[src/rtl/banked_stripe_loader.sv]
// Streams a flat word sequence into NUM_BANKS single-port SRAM banks in the striped MLP layout.
// Element e of vector k lands in bank e % NUM_BANKS; vectors are packed back-to-back per bank.
module banked_stripe_loader #(
  parameter int unsigned DATA_W    = 16,
  parameter int unsigned NUM_BANKS = 64,
  parameter int unsigned VEC_LEN   = 784,
  parameter int unsigned MAX_VECS  = 200,
  parameter int unsigned ADDR_W    = 12
) (
  input  logic                 clk,
  input  logic                 reset,
  input  logic                 start,
  input  logic [7:0]           num_vecs,
  input  logic                 in_valid,
  input  logic [DATA_W-1:0]    in_data,
  output logic                 in_ready,
  output logic [NUM_BANKS-1:0] wr_en,
  output logic [ADDR_W-1:0]    wr_addr,
  output logic [DATA_W-1:0]    wr_data,
  output logic                 busy,
  output logic                 done
);

  localparam int unsigned DEEP     = (VEC_LEN + NUM_BANKS - 1) / NUM_BANKS;
  localparam int unsigned SHALLOW  = VEC_LEN / NUM_BANKS;
  localparam int unsigned NUM_DEEP = VEC_LEN % NUM_BANKS;
  localparam int unsigned BANK_W   = (NUM_BANKS > 1) ? $clog2(NUM_BANKS) : 1;
  localparam int unsigned ELEM_W   = (VEC_LEN > 1) ? $clog2(VEC_LEN) : 1;

  localparam logic [BANK_W-1:0] LastBank  = BANK_W'(NUM_BANKS - 1);
  localparam logic [BANK_W:0]   NumDeepB  = (BANK_W + 1)'(NUM_DEEP);
  localparam logic [ELEM_W-1:0] LastElem  = ELEM_W'(VEC_LEN - 1);
  localparam logic [ADDR_W-1:0] DeepStep  = ADDR_W'(DEEP);
  localparam logic [ADDR_W-1:0] ShallStep = ADDR_W'(SHALLOW);

  typedef enum logic [1:0] {StIdle, StLoad, StFin} state_t;

  state_t              state_q;
  logic [7:0]          nv_q;
  logic [7:0]          vec_q;
  logic [BANK_W-1:0]   bank_q;
  logic [ADDR_W-1:0]   col_q;
  logic [ELEM_W-1:0]   elem_q;
  logic [ADDR_W-1:0]   deep_base_q;
  logic [ADDR_W-1:0]   shallow_base_q;

  logic                handshake;
  logic                in_deep;
  logic                last_elem;
  logic                last_vec;
  logic [ADDR_W-1:0]   cur_addr;
  logic [NUM_BANKS-1:0] cur_onehot;

  assign handshake  = in_valid & in_ready & (state_q == StLoad);
  // The first NUM_DEEP banks hold one extra row per vector.
  assign in_deep    = ({1'b0, bank_q} < NumDeepB);
  assign cur_addr   = (in_deep ? deep_base_q : shallow_base_q) + col_q;
  assign cur_onehot = NUM_BANKS'(1) << bank_q;
  assign last_elem  = (elem_q == LastElem);
  assign last_vec   = (vec_q == (nv_q - 8'd1));

  always_ff @(posedge clk or posedge reset) begin
    if (reset) begin
      state_q        <= StIdle;
      nv_q           <= '0;
      vec_q          <= '0;
      bank_q         <= '0;
      col_q          <= '0;
      elem_q         <= '0;
      deep_base_q    <= '0;
      shallow_base_q <= '0;
      in_ready       <= 1'b0;
      wr_en          <= '0;
      wr_addr        <= '0;
      wr_data        <= '0;
      busy           <= 1'b0;
      done           <= 1'b0;
    end else begin
      wr_en <= '0;
      done  <= 1'b0;
      unique case (state_q)
        StIdle: begin
          if (start) begin
            if (num_vecs != 8'd0) begin
              nv_q           <= num_vecs;
              vec_q          <= '0;
              bank_q         <= '0;
              col_q          <= '0;
              elem_q         <= '0;
              deep_base_q    <= '0;
              shallow_base_q <= '0;
              in_ready       <= 1'b1;
              busy           <= 1'b1;
              state_q        <= StLoad;
            end else begin
              done    <= 1'b1;
              state_q <= StFin;
            end
          end
        end
        StLoad: begin
          if (handshake) begin
            wr_en   <= cur_onehot;
            wr_addr <= cur_addr;
            wr_data <= in_data;
            if (last_elem) begin
              bank_q         <= '0;
              col_q          <= '0;
              elem_q         <= '0;
              vec_q          <= vec_q + 8'd1;
              deep_base_q    <= deep_base_q + DeepStep;
              shallow_base_q <= shallow_base_q + ShallStep;
              if (last_vec) begin
                in_ready <= 1'b0;
                busy     <= 1'b0;
                done     <= 1'b1;
                state_q  <= StFin;
              end
            end else begin
              elem_q <= elem_q + ELEM_W'(1);
              if (bank_q == LastBank) begin
                bank_q <= '0;
                col_q  <= col_q + ADDR_W'(1);
              end else begin
                bank_q <= bank_q + BANK_W'(1);
              end
            end
          end
        end
        StFin: begin
          state_q <= StIdle;
        end
        default: begin
          state_q <= StIdle;
        end
      endcase
    end
  end

endmodule
[config.mk]
export PLATFORM = sky130hd
export DESIGN_NAME = banked_stripe_loader
export DESIGN_NICKNAME = d
export VERILOG_FILES = /design/src/rtl/banked_stripe_loader.sv
export SDC_FILE = /design/constraint.sdc
export NUM_CORES = 1
export LEC_CHECK = 0
export BUFFER_PORTS_ARGS = -buffer_cell sky130_fd_sc_hd__buf_4
export CORE_MARGIN = 3
export CORE_UTILIZATION = 56
export DETAILED_ROUTE_END_ITERATION = 8
export PLACE_DENSITY_LB_ADDON = 0.25
export SLEW_MARGIN = 25
export SYNTH_ARGS = -nofsm -noshare
export SYNTH_HDL_FRONTEND = slang
export SYNTH_SLANG_ARGS = --single-unit
[constraint.sdc]
create_clock -name clk -period 6.4 [get_ports clk]
set_input_delay 0.64 -clock clk [delete_from_list [all_inputs] [get_ports clk]]
set_output_delay 0.64 -clock clk [all_outputs]
set_load 0.02 [all_outputs]
[Word-level counts from Yosys, hierarchy flattened]
Index checks and enable logic that the tools add are counted.
Storage, ports and cells
  input bits: 28
  bits in registers: 164
  output and inout bits: 95
Operators by class
  shift-type cells: 1
  multiplexer cells: 49
  reduce and logical (&&, ||, !) cells: 10
  order comparisons: 1
  $add $sub $neg: 8
  bitwise logic cells: 2
  equal/unequal tests: 10
Operators with widths (count)
  two-way mux 64 bit: 2
  two-way mux 12 bit: 10
  one-hot mux 12 bit (2 select lines): 3
  left shift 1 x 6 -> 64 bit (first input constant): 1
  two-way mux 10 bit: 4
  two-way mux 8 bit: 4
  two-way mux 6 bit: 5
  adder 12 x 4 -> 12 bit (second input constant): 2
  one-hot mux 10 bit (2 select lines): 1
  one-hot mux 8 bit (2 select lines): 1
  adder 12 x 1 -> 12 bit (second input constant): 1
  adder 12 bit: 1
  one-hot mux 6 bit (2 select lines): 1
  adder 10 x 1 -> 10 bit (second input constant): 1
  == test 10 bit (second input constant): 1
  two-way mux 1 bit: 10
  two-way mux 2 bit: 5
  != test 2 bit (second input constant): 5
  AND reduction 5 bit: 2
  adder 8 x 1 -> 8 bit (second input constant): 1
  == test 8 bit: 1
  AND reduction 4 bit: 2
  nonzero test 8 bit: 1
  subtractor 8 x 1 -> 8 bit (second input constant): 1
  13 further kinds: 15

[Depth between registers and ports, before layout]
Gate-level depths: netlist of the first run.
  depth in word-level cells: 6
  mapped depth: 12

[Worst setup path before layout of the first run]
No wires, ideal clock.
  path kind: reg2reg
  start: register bank_q[4]
  end: register wr_addr[10]
  data required time: 6.269 ns
  path slack: 3.589 ns
  library setup time: 0.131 ns
  stages on the path, launching flop included: 13
  buffers on the path: 2
  arrival: 2.679 ns
  path through: dfrtp_1 clkbuf_1 nor2_1 clkbuf_1 and2_1 ha_1 fa_1 a21o_1 a2111o_1 a21oi_1 a21oi_1 xnor2_1 o21ai_0
On the way
  longest elaborated chain between the ends: 3
RTL lines
  from (decl): line 41  | logic [BANK_W-1:0] bank_q;
  from (signal assigned): line 125  | bank_q <= bank_q + BANK_W'(1);
  < comparator 6 x 5 -> 1 bit: line 56  | assign in_deep = ({1'b0, bank_q} < NumDeepB);
  two-way mux 12 bit: line 57  | assign cur_addr = (in_deep ? deep_base_q : shallow_base_q) + col_q;
  adder 12 bit: line 57
  to (signal assigned): line 104  | wr_addr <= cur_addr;
  to (decl): line 18  | output logic [ADDR_W-1:0] wr_addr,
No other way between the ends.
A chain may end at the register's enable or synchronous reset.

[Worst setup path after layout of the first run]
  start: register bank_q[5]
  end: register wr_addr[10]
Same word-level chain as after synthesis.

==> summary.md, run 1 <==
| Metric | Value |
|---|---|
| Die Footprint | `0.01446 mm²` |
| Residual overflow from global routing | `0` |
| Post-route setup slack | `3.065 ns` |
| Post-layout net count | `905` |
| Number of search-and-repair iterations in the first detailed-routing pass | `6` |
| Worst min path class | `in -> async` |
| Worst Path Class, Setup | `reg -> reg` |
| Post-Route Utilization | `70.94%` |
| Placement-stage cell area | `0.008371 mm²` |
| CTS H-Tree Depth | `4` |
| Synthesis Warnings | `0` |
| Drt first-iter violations | `375` |
| Slowest library cell on the worst path | `sky130_fd_sc_hd__nor2_1` |
| Layout Cells excl Fill | `1038` |
| Clock insertion delay at the later pin of the skew report | `0.43 ns` |
| Required time at the worst-slack endpoint | `6.68 ns` |
| Tcrit/Tclk final | `52.11%` |
| Total negative slack for setup checks | `0 ns` |
| Most used cell, CP | `sky130_fd_sc_hd__a21oi_1` |
| Share of layout cells above drive strength 1 | `21.48%` |
| Relative slew slack | `32.35%` |
| Slew at the pin with the worst max-slew slack | `1.011 ns` |
| Cell type contributing the most total cell area after synthesis | `sky130_fd_sc_hd__dfrtp_1` |
| Leak pwr | `4.359 nW` |
| Number of vias after detailed routing | `5677` |
| Power density normalized to cell area | `344.6 mW/mm²` |
| Hold Worst Slack | `0.3712 ns` |
| Avg Synthesized Cell Area | `9.958 µm²` |
| Overall Power | `3.098 mW` |
| Largest net degree at the start of global routing | `95` |
| Synth area leaders | `sky130_fd_sc_hd__dfrtp_1, sky130_fd_sc_hd__nand2_1, sky130_fd_sc_hd__nor2_1` |
| Count of different cell masters after synthesis | `54` |
| Status | `finished, final reports clean` |
| Top cell type's share of synthesized area | `55.46%` |
| Number of cells upsized or downsized after cts | `0` |
| Starting density of the core | `57.69%` |
| Clock tree from TritonCTS | `yes` |
| Total of buffers placed on input and output ports | `122` |
| Worst slack, placed | `3.094 ns` |
| Delay-heaviest family, CP | `simple AND/OR/NAND/NOR gates` |
| Final design area excluding fillers | `0.008989 mm²` |
| CORE AREA | `0.01267 mm²` |
| Total routing resource utilization after global routing | `23.25%` |
| Cell Chain, Critical Path | `nor2_1 > mux2_2 > ha_1 > and3_1 > a2111o_1 > a21oi_1 > a21oi_1 > xnor2_1 > o21ai_0` |
| Number of placed I/O pins | `123` |
| Cell count after placement | `1006` |
| Number of max-cap violations | `0` |
| Worst setup skew after layout | `0.007383 ns` |
| Synthesis-to-finish area growth | `22.97%` |
| Mapped Nets | `786` |
| Die Y-Extent | `120.3 µm` |
| Post-Syn Area | `0.007310 mm²` |
| Post-CTS Hold Buffers | `0` |
| Post-CTS setup-driven buffer insertion count | `0` |
| Main synth FF type | `sky130_fd_sc_hd__dfrtp_1` |
| Width of the die | `120.3 µm` |
| Share of flip-flops with an asynchronous set or reset | `100.0%` |
| WL per Instance | `15.54 µm` |
| Most frequent cell after synthesis | `sky130_fd_sc_hd__dfrtp_1` |
| Number of synthesized flops with an enable pin | `0` |
| Endpoint type of the worst setup path | `flop` |
| Synth Register Bits | `162` |
| Slowest stage delay, CP | `0.80 ns` |
| Max frequency | `299.9 MHz` |
| Shortest clock period the worst path allows after layout | `3.335 ns` |
| Initial antenna violation count | `0` |
| Largest vdd supply drop | `0.0001923 V` |
| Via count normalized by instance count | `5.469` |
| Clock-pin slew on the worst setup and hold paths | `0.07 ns` |
| Deepest clock path buffer count | `2` |
| Count of clock tree sinks | `162` |
| Instance count of the mapped netlist | `734` |
| Wire length of the first global-routing pass | `26.75 mm` |
| Filler Cell Count | `986` |
| GP Congestion | `0.8348` |
| Data arrival time of the worst path | `3.61 ns` |
| Commonest cells in the netlist | `sky130_fd_sc_hd__dfrtp_1, sky130_fd_sc_hd__nand2_1, sky130_fd_sc_hd__nor2_1, sky130_fd_sc_hd__o21ai_0, sky130_fd_sc_hd__xnor2_1` |
| Setup Viol. Count Final | `0` |
| Number of global-route vias before repair | `5572` |
| Drt drc | `0` |
| Post-detailed-routing wire length | `16.13 mm` |
| Half-perimeter wire length of the detailed placement result | `11.13 mm` |
| Final hold violation count | `0` |
| Clock root buffer master | `sky130_fd_sc_hd__clkbuf_16` |
| Share of synthesized area occupied by flip-flops and latches | `55.46%` |
| Inserted Clock Buffers | `17` |
| WP buf/inv | `0` |
| Largest fanout on the critical path | `15` |
| Count of standard-cell rows | `41` |
| Slew Viols, Final | `0` |
| Routed Antenna Nets | `0` |
| RSZ-0062 raised after global routing | `no` |
| Critical Path Source Type | `flop` |
| Total inserted antenna cells | `0` |
-- power by group --
group          leakage, nW  switching [mW]  internal [mW]  total [mW]
sequential            2.18           0.163           1.16        1.33
clock                0.297           0.436          0.628        1.06
combinational         1.88           0.427          0.282       0.708
-- area by class of cell --
type	instances	area (µm²)	share of cell area [%]
tap	172	215.2	2.394
multi-input combinational	531	3090	34.38
timing repair buffer	127	953.4	10.61
inverter	14	57.56	0.6403
sequential	162	4054	45.10
clock inverter	14	188.9	2.102
clock buffer	18	429.2	4.775
-- flip-flops by register name, summed over array words and instances, names as in the netlist, 2 cells and up --
register and count:
shallow_base_q 10, wr_data 16, wr_addr 12, wr_en 64
col_q 12, state_q 2, deep_base_q 12, elem_q 10
bank_q 6, nv_q 8, vec_q 8
-- final timing paths --
kind,startpoint,endpoint,slack [ns],cells past startpoint
worst min register to register,wr_data[8],wr_data[8],0.48,2
worst min-delay path,reset,done,0.37,2
worst max register to register,bank_q[5],wr_addr[10],3.07,9
min in group clk,in_data[8],wr_data[8],0.40,3
max in group asynchronous,reset,wr_data[0],4.71,3
worst max-delay path,bank_q[5],wr_addr[10],3.07,9
-- layout by cell type, fill, tap and decap left out, types with 3 or more instances in the layout --
cell type | Yosys | routed
sky130_fd_sc_hd__dfrtp_1 | 162 | 162
sky130_fd_sc_hd__buf_4 | 1 | 127
sky130_fd_sc_hd__nand2_1 | 121 | 120
sky130_fd_sc_hd__nor2_1 | 108 | 107
sky130_fd_sc_hd__o21ai_0 | 50 | 50
sky130_fd_sc_hd__xnor2_1 | 31 | 31
sky130_fd_sc_hd__nand3_1 | 29 | 29
sky130_fd_sc_hd__ha_1 | 23 | 23
sky130_fd_sc_hd__a21oi_1 | 18 | 18
sky130_fd_sc_hd__xor2_1 | 17 | 17
sky130_fd_sc_hd__clkbuf_16 | 0 | 17
sky130_fd_sc_hd__nor3_1 | 15 | 15
sky130_fd_sc_hd__inv_1 | 14 | 13
sky130_fd_sc_hd__and3_1 | 12 | 12
sky130_fd_sc_hd__mux2_2 | 12 | 12
sky130_fd_sc_hd__or3_1 | 9 | 9
sky130_fd_sc_hd__nand4_1 | 8 | 8
sky130_fd_sc_hd__inv_6 | 0 | 8
sky130_fd_sc_hd__nand2b_1 | 7 | 7
sky130_fd_sc_hd__nor4_1 | 7 | 7
sky130_fd_sc_hd__o31ai_1 | 7 | 7
sky130_fd_sc_hd__a211oi_1 | 5 | 5
sky130_fd_sc_hd__and2_1 | 5 | 5
sky130_fd_sc_hd__a21o_1 | 4 | 4
sky130_fd_sc_hd__nor2b_1 | 4 | 4
sky130_fd_sc_hd__nand3b_1 | 4 | 4
sky130_fd_sc_hd__bufinv_16 | 0 | 3
-- kinds of logic after synthesis --
group | synth area share [%]
simple gates | 21.31
fa+ha+maj | 4.211
mux | 2.123
flops | 55.46
xor+xnor | 5.751
buf+inv | 2.328
compound gates | 8.816
-- metal layers --
metal  global-route usage (%)  share of wire [%]  vias up
met5                        0                  0        -
met3                    4.537                5.6       23
li1                         -                  -     2729
met4                    8.711                1.6        0
met2                    39.30                 50      169
met1                    29.98                 43     2756
Power figures use the tool's default switching activity.
==> inputs of run 2 (changes only) <==
--- a/config.mk
+++ b/config.mk
@@ -7,7 +7,7 @@
 export LEC_CHECK = 0
 export BUFFER_PORTS_ARGS = -buffer_cell sky130_fd_sc_hd__buf_4
 export CORE_MARGIN = 3
-export CORE_UTILIZATION = 56
+export CORE_UTILIZATION = 51
 export DETAILED_ROUTE_END_ITERATION = 8
 export PLACE_DENSITY_LB_ADDON = 0.25
 export SLEW_MARGIN = 25
==> constraint.sdc (replaced) <==
create_clock -name clk -period 3 [get_ports clk]
set_input_delay 0.3 -clock clk [delete_from_list [all_inputs] [get_ports clk]]
set_output_delay 0.3 -clock clk [all_outputs]
set_load 0.02 [all_outputs]
==> summary.md, run 2 (synthesized netlist as in run 1, its figures left out) <==
| Metric | Value |
|---|---|
| Post-Route Utilization | `65.13% (-5.8 points)` |
| Layout Cells excl Fill | `1059 (+2.0%)` |
| Inserted Clock Buffers | `17 (unchanged)` |
| Half-perimeter wire length of the detailed placement result | `12.08 mm (+8.5%)` |
| Residual overflow from global routing | `0 (unchanged)` |
| Via count normalized by instance count | `5.385 (-1.5%)` |
| Capture endpoint of the worst hold path | `wr_data[2]` |
| Worst min path class | `in -> reg` |
| Post-CTS setup-driven buffer insertion count | `0 (unchanged)` |
| GP Congestion | `0.8244 (-1.2%)` |
| Proportion of power drawn by the clock network | `31.8% (-2.5 points)` |
| Total inserted antenna cells | `0 (unchanged)` |
| CTS H-Tree Depth | `4 (unchanged)` |
| Required time at the worst-slack endpoint | `3.33 ns (-3.35 ns)` |
| WL per Instance | `15.62 µm (+0.50%)` |
| Clock insertion delay at the later pin of the skew report | `0.43 ns (about the same)` |
| Cell Chain, Critical Path | `nor2_2 > mux2_2 > ha_1 > and3_1 > a2111o_1 > a21oi_1 > a21oi_1 > xnor2_1 > o21ai_0` |
| Drt drc | `0 (unchanged)` |
| WP buf/inv | `0 (unchanged)` |
| Leak pwr | `4.417 nW (+1.3%)` |
| Power density normalized to cell area | `709.0 mW/mm² (+110%)` |
| Number of placed I/O pins | `123 (unchanged)` |
| Post-layout net count | `918 (+1.4%)` |
| Clock-pin slew on the worst setup and hold paths | `0.06 ns (about the same)` |
| Wire length of the first global-routing pass | `28.03 mm (+4.8%)` |
| Status | `finished, final reports clean` |
| Slowest stage delay, CP | `0.43 ns (-0.37 ns)` |
| Hold Worst Slack | `0.06069 ns (-0.3105 ns)` |
| Slew at the pin with the worst max-slew slack | `0.8138 ns (-0.1972 ns)` |
| Most frequent cells in the layout | `sky130_fd_sc_hd__dfrtp_1, sky130_fd_sc_hd__buf_4, sky130_fd_sc_hd__nand2_1, sky130_fd_sc_hd__nor2_1, sky130_fd_sc_hd__o21ai_0` |
| Cell count after placement | `1026 (+2.0%)` |
| Total routing resource utilization after global routing | `22.04% (-1.2 points)` |
| Share of layout cells above drive strength 1 | `22.53% (+1.0 points)` |
| Slew Viols, Final | `0 (unchanged)` |
| Tcrit/Tclk final | `91.37% (+39 points)` |
| Count of clock tree sinks | `162 (unchanged)` |
| Initial antenna violation count | `0 (unchanged)` |
| Leading cell type in the layout, fill and taps excluded | `sky130_fd_sc_hd__dfrtp_1` |
| Clock root buffer master | `sky130_fd_sc_hd__clkbuf_16` |
| Reported net switching power | `2.164 mW (+110%)` |
| Number of flip-flops in the largest register | `64 (unchanged)` |
| Setup Viol. Count Final | `0 (unchanged)` |
| Die Footprint | `0.01580 mm² (+9.3%)` |
| Max frequency | `364.8 MHz (+22%)` |
| Total of buffers placed on input and output ports | `122 (unchanged)` |
| Worst setup skew after layout | `0.007412 ns (+0.00002898 ns)` |
| Sequential share of power | `44.0% (+1.2 points)` |
| Number of cells on the worst reg-to-reg path | `9 (unchanged)` |
| Number of max-cap violations | `0 (unchanged)` |
| Data arrival time of the worst path | `3.07 ns (-0.54 ns)` |
| Synthesis-to-finish area growth | `24.15%` |
| Shortest clock period the worst path allows after layout | `2.741 ns (-0.5937 ns)` |
| Final hold violation count | `0 (unchanged)` |
| Filler Cell Count | `1112 (+13%)` |
| Relative slew slack | `45.74% (+13 points)` |
| Internal cell power | `4.270 mW (+110%)` |
| Number of global-route vias before repair | `5682 (+2.0%)` |
| Post-detailed-routing wire length | `16.54 mm (+2.5%)` |
| Critical Path Source Type | `flop` |
| Placement-stage cell area | `0.008504 mm² (+1.6%)` |
| Beginning of the worst register-to-register path | `bank_q[5]` |
| Sw Share | `33.63% (+0.51 points)` |
| Largest fanout on the critical path | `5 (-10)` |
| Routed Antenna Nets | `0 (unchanged)` |
| Die Y-Extent | `125.7 µm (+4.5%)` |
| Most used cell, CP | `sky130_fd_sc_hd__a21oi_1` |
| Slowest library cell on the worst path | `sky130_fd_sc_hd__a2111o_1` |
| Number of search-and-repair iterations in the first detailed-routing pass | `5 (-1)` |
| Total negative slack for setup checks | `0 ns (unchanged)` |
| Width of the die | `125.7 µm (+4.5%)` |
| Starting density of the core | `52.46% (-5.2 points)` |
| Count of standard-cell rows | `43 (+4.9%)` |
| Number of cells traversed by the worst hold path | `3` |
| Clock tree from TritonCTS | `yes` |
| Gate power share | `24.2% (+1.3 points)` |
| Number of vias after detailed routing | `5703 (+0.46%)` |
| Destination of the worst register-to-register timing path | `wr_addr[10]` |
| Largest net degree at the start of global routing | `84 (-12%)` |
| Final design area excluding fillers | `0.009075 mm² (+0.96%)` |
| Drt first-iter violations | `455 (+21%)` |
| Endpoint type of the worst setup path | `flop` |
| Top Registers | `wr_en: 64 flops, wr_data: 16 flops` |
| RSZ-0062 raised after global routing | `no` |
| Largest vdd supply drop | `0.0004226 V (+120%)` |
| Deepest clock path buffer count | `2 (unchanged)` |
| Delay-heaviest family, CP | `compound AO/OA/AOI/OAI gates` |
| Flop-to-flop setup slack | `0.26 ns (-2.81 ns)` |
| Worst Path Class, Setup | `reg -> reg` |
| Register with the most flip-flops | `wr_en` |
| Startpoint of the most critical hold path | `in_data[2]` |
| CORE AREA | `0.01393 mm² (+10%)` |
[run 2: changes by cell type in the layout (fill, tap and decap cells not counted), moves of 2 or more]
| cell | previous run | this run |
|---|---|---|
| sky130_fd_sc_hd__buf_4 | 127 | 136 |
| sky130_fd_sc_hd__clkinv_4 | 0 | 5 |
| sky130_fd_sc_hd__clkinv_2 | 0 | 4 |
| sky130_fd_sc_hd__inv_6 | 8 | 4 |
| sky130_fd_sc_hd__buf_12 | 0 | 3 |
| sky130_fd_sc_hd__bufinv_16 | 3 | 1 |
| sky130_fd_sc_hd__inv_8 | 2 | 0 |
[run 2: layer usage]
layer	GRT usage (%)	routed length, µm	vias to the layer above
met3	4.919	962	25
met5	0	0	-
met2	36.53	8149	169
met4	7.781	282	0
met1	28.77	7147	2755
li1	-	-	2754
[run 2: metrics by stage]
stage / power (mW) / worst slack (ns)
finish: 6.434 / 0.2590
global route: 6.809 / 0.08760
CTS: 6.471 / 0.1501
detailed placement: 4.425 / 0.1645
global placement: 4.352 / 0.3051
floorplan: 3.827 / 0.1894
[run 2: layout make-up]
cell class                 instances  area (µm²)  share of cell area, %
multi-input combinational        531        3090                  34.05
tap                              180       225.2                  2.482
clock buffer                      18       429.2                  4.729
sequential                       162        4054                  44.67
inverter                          14       56.30                 0.6204
timing repair buffer             140        1091                  12.02
clock inverter                    14       128.9                  1.420
[run 2: worst max-delay path by stage]
stage / start / endpoint / slack [ns] / depth (start not counted)
after detailed placement: bank_q[5] / wr_addr[10] / 0.16 / 9
after CTS: bank_q[5] / wr_addr[10] / 0.15 / 9
after global routing: bank_q[5] / wr_addr[10] / 0.09 / 9
after global placement: bank_q[5] / wr_addr[10] / 0.31 / 9
after floorplan: bank_q[4] / wr_addr[10] / 0.19 / 12
final: bank_q[5] / wr_addr[10] / 0.26 / 9
[run 2: power groups by stage]
stage	clock network (mW)	logic [mW]	registers, mW
after floorplan	0	0.950	2.88
after global placement	0	1.51	2.84
after detailed placement	0	1.56	2.86
after CTS	2.07	1.57	2.83
after global routing	2.19	1.74	2.88
final	2.05	1.56	2.83
[run 2: what timing repair did]
action | 4_1_cts | 5_1_grt
resized for setup | 0 | 1
hold buffers | 1 | 0
endpoints found under the hold margin | 15 | 0
setup endpoints to repair | 0 | 1
[run 2: tightest hold or removal path, cell delays in order]
cell and delay (ns):
sky130_fd_sc_hd__buf_4 0.08, sky130_fd_sc_hd__nand2_1 0.04, sky130_fd_sc_hd__nand2_1 0.04
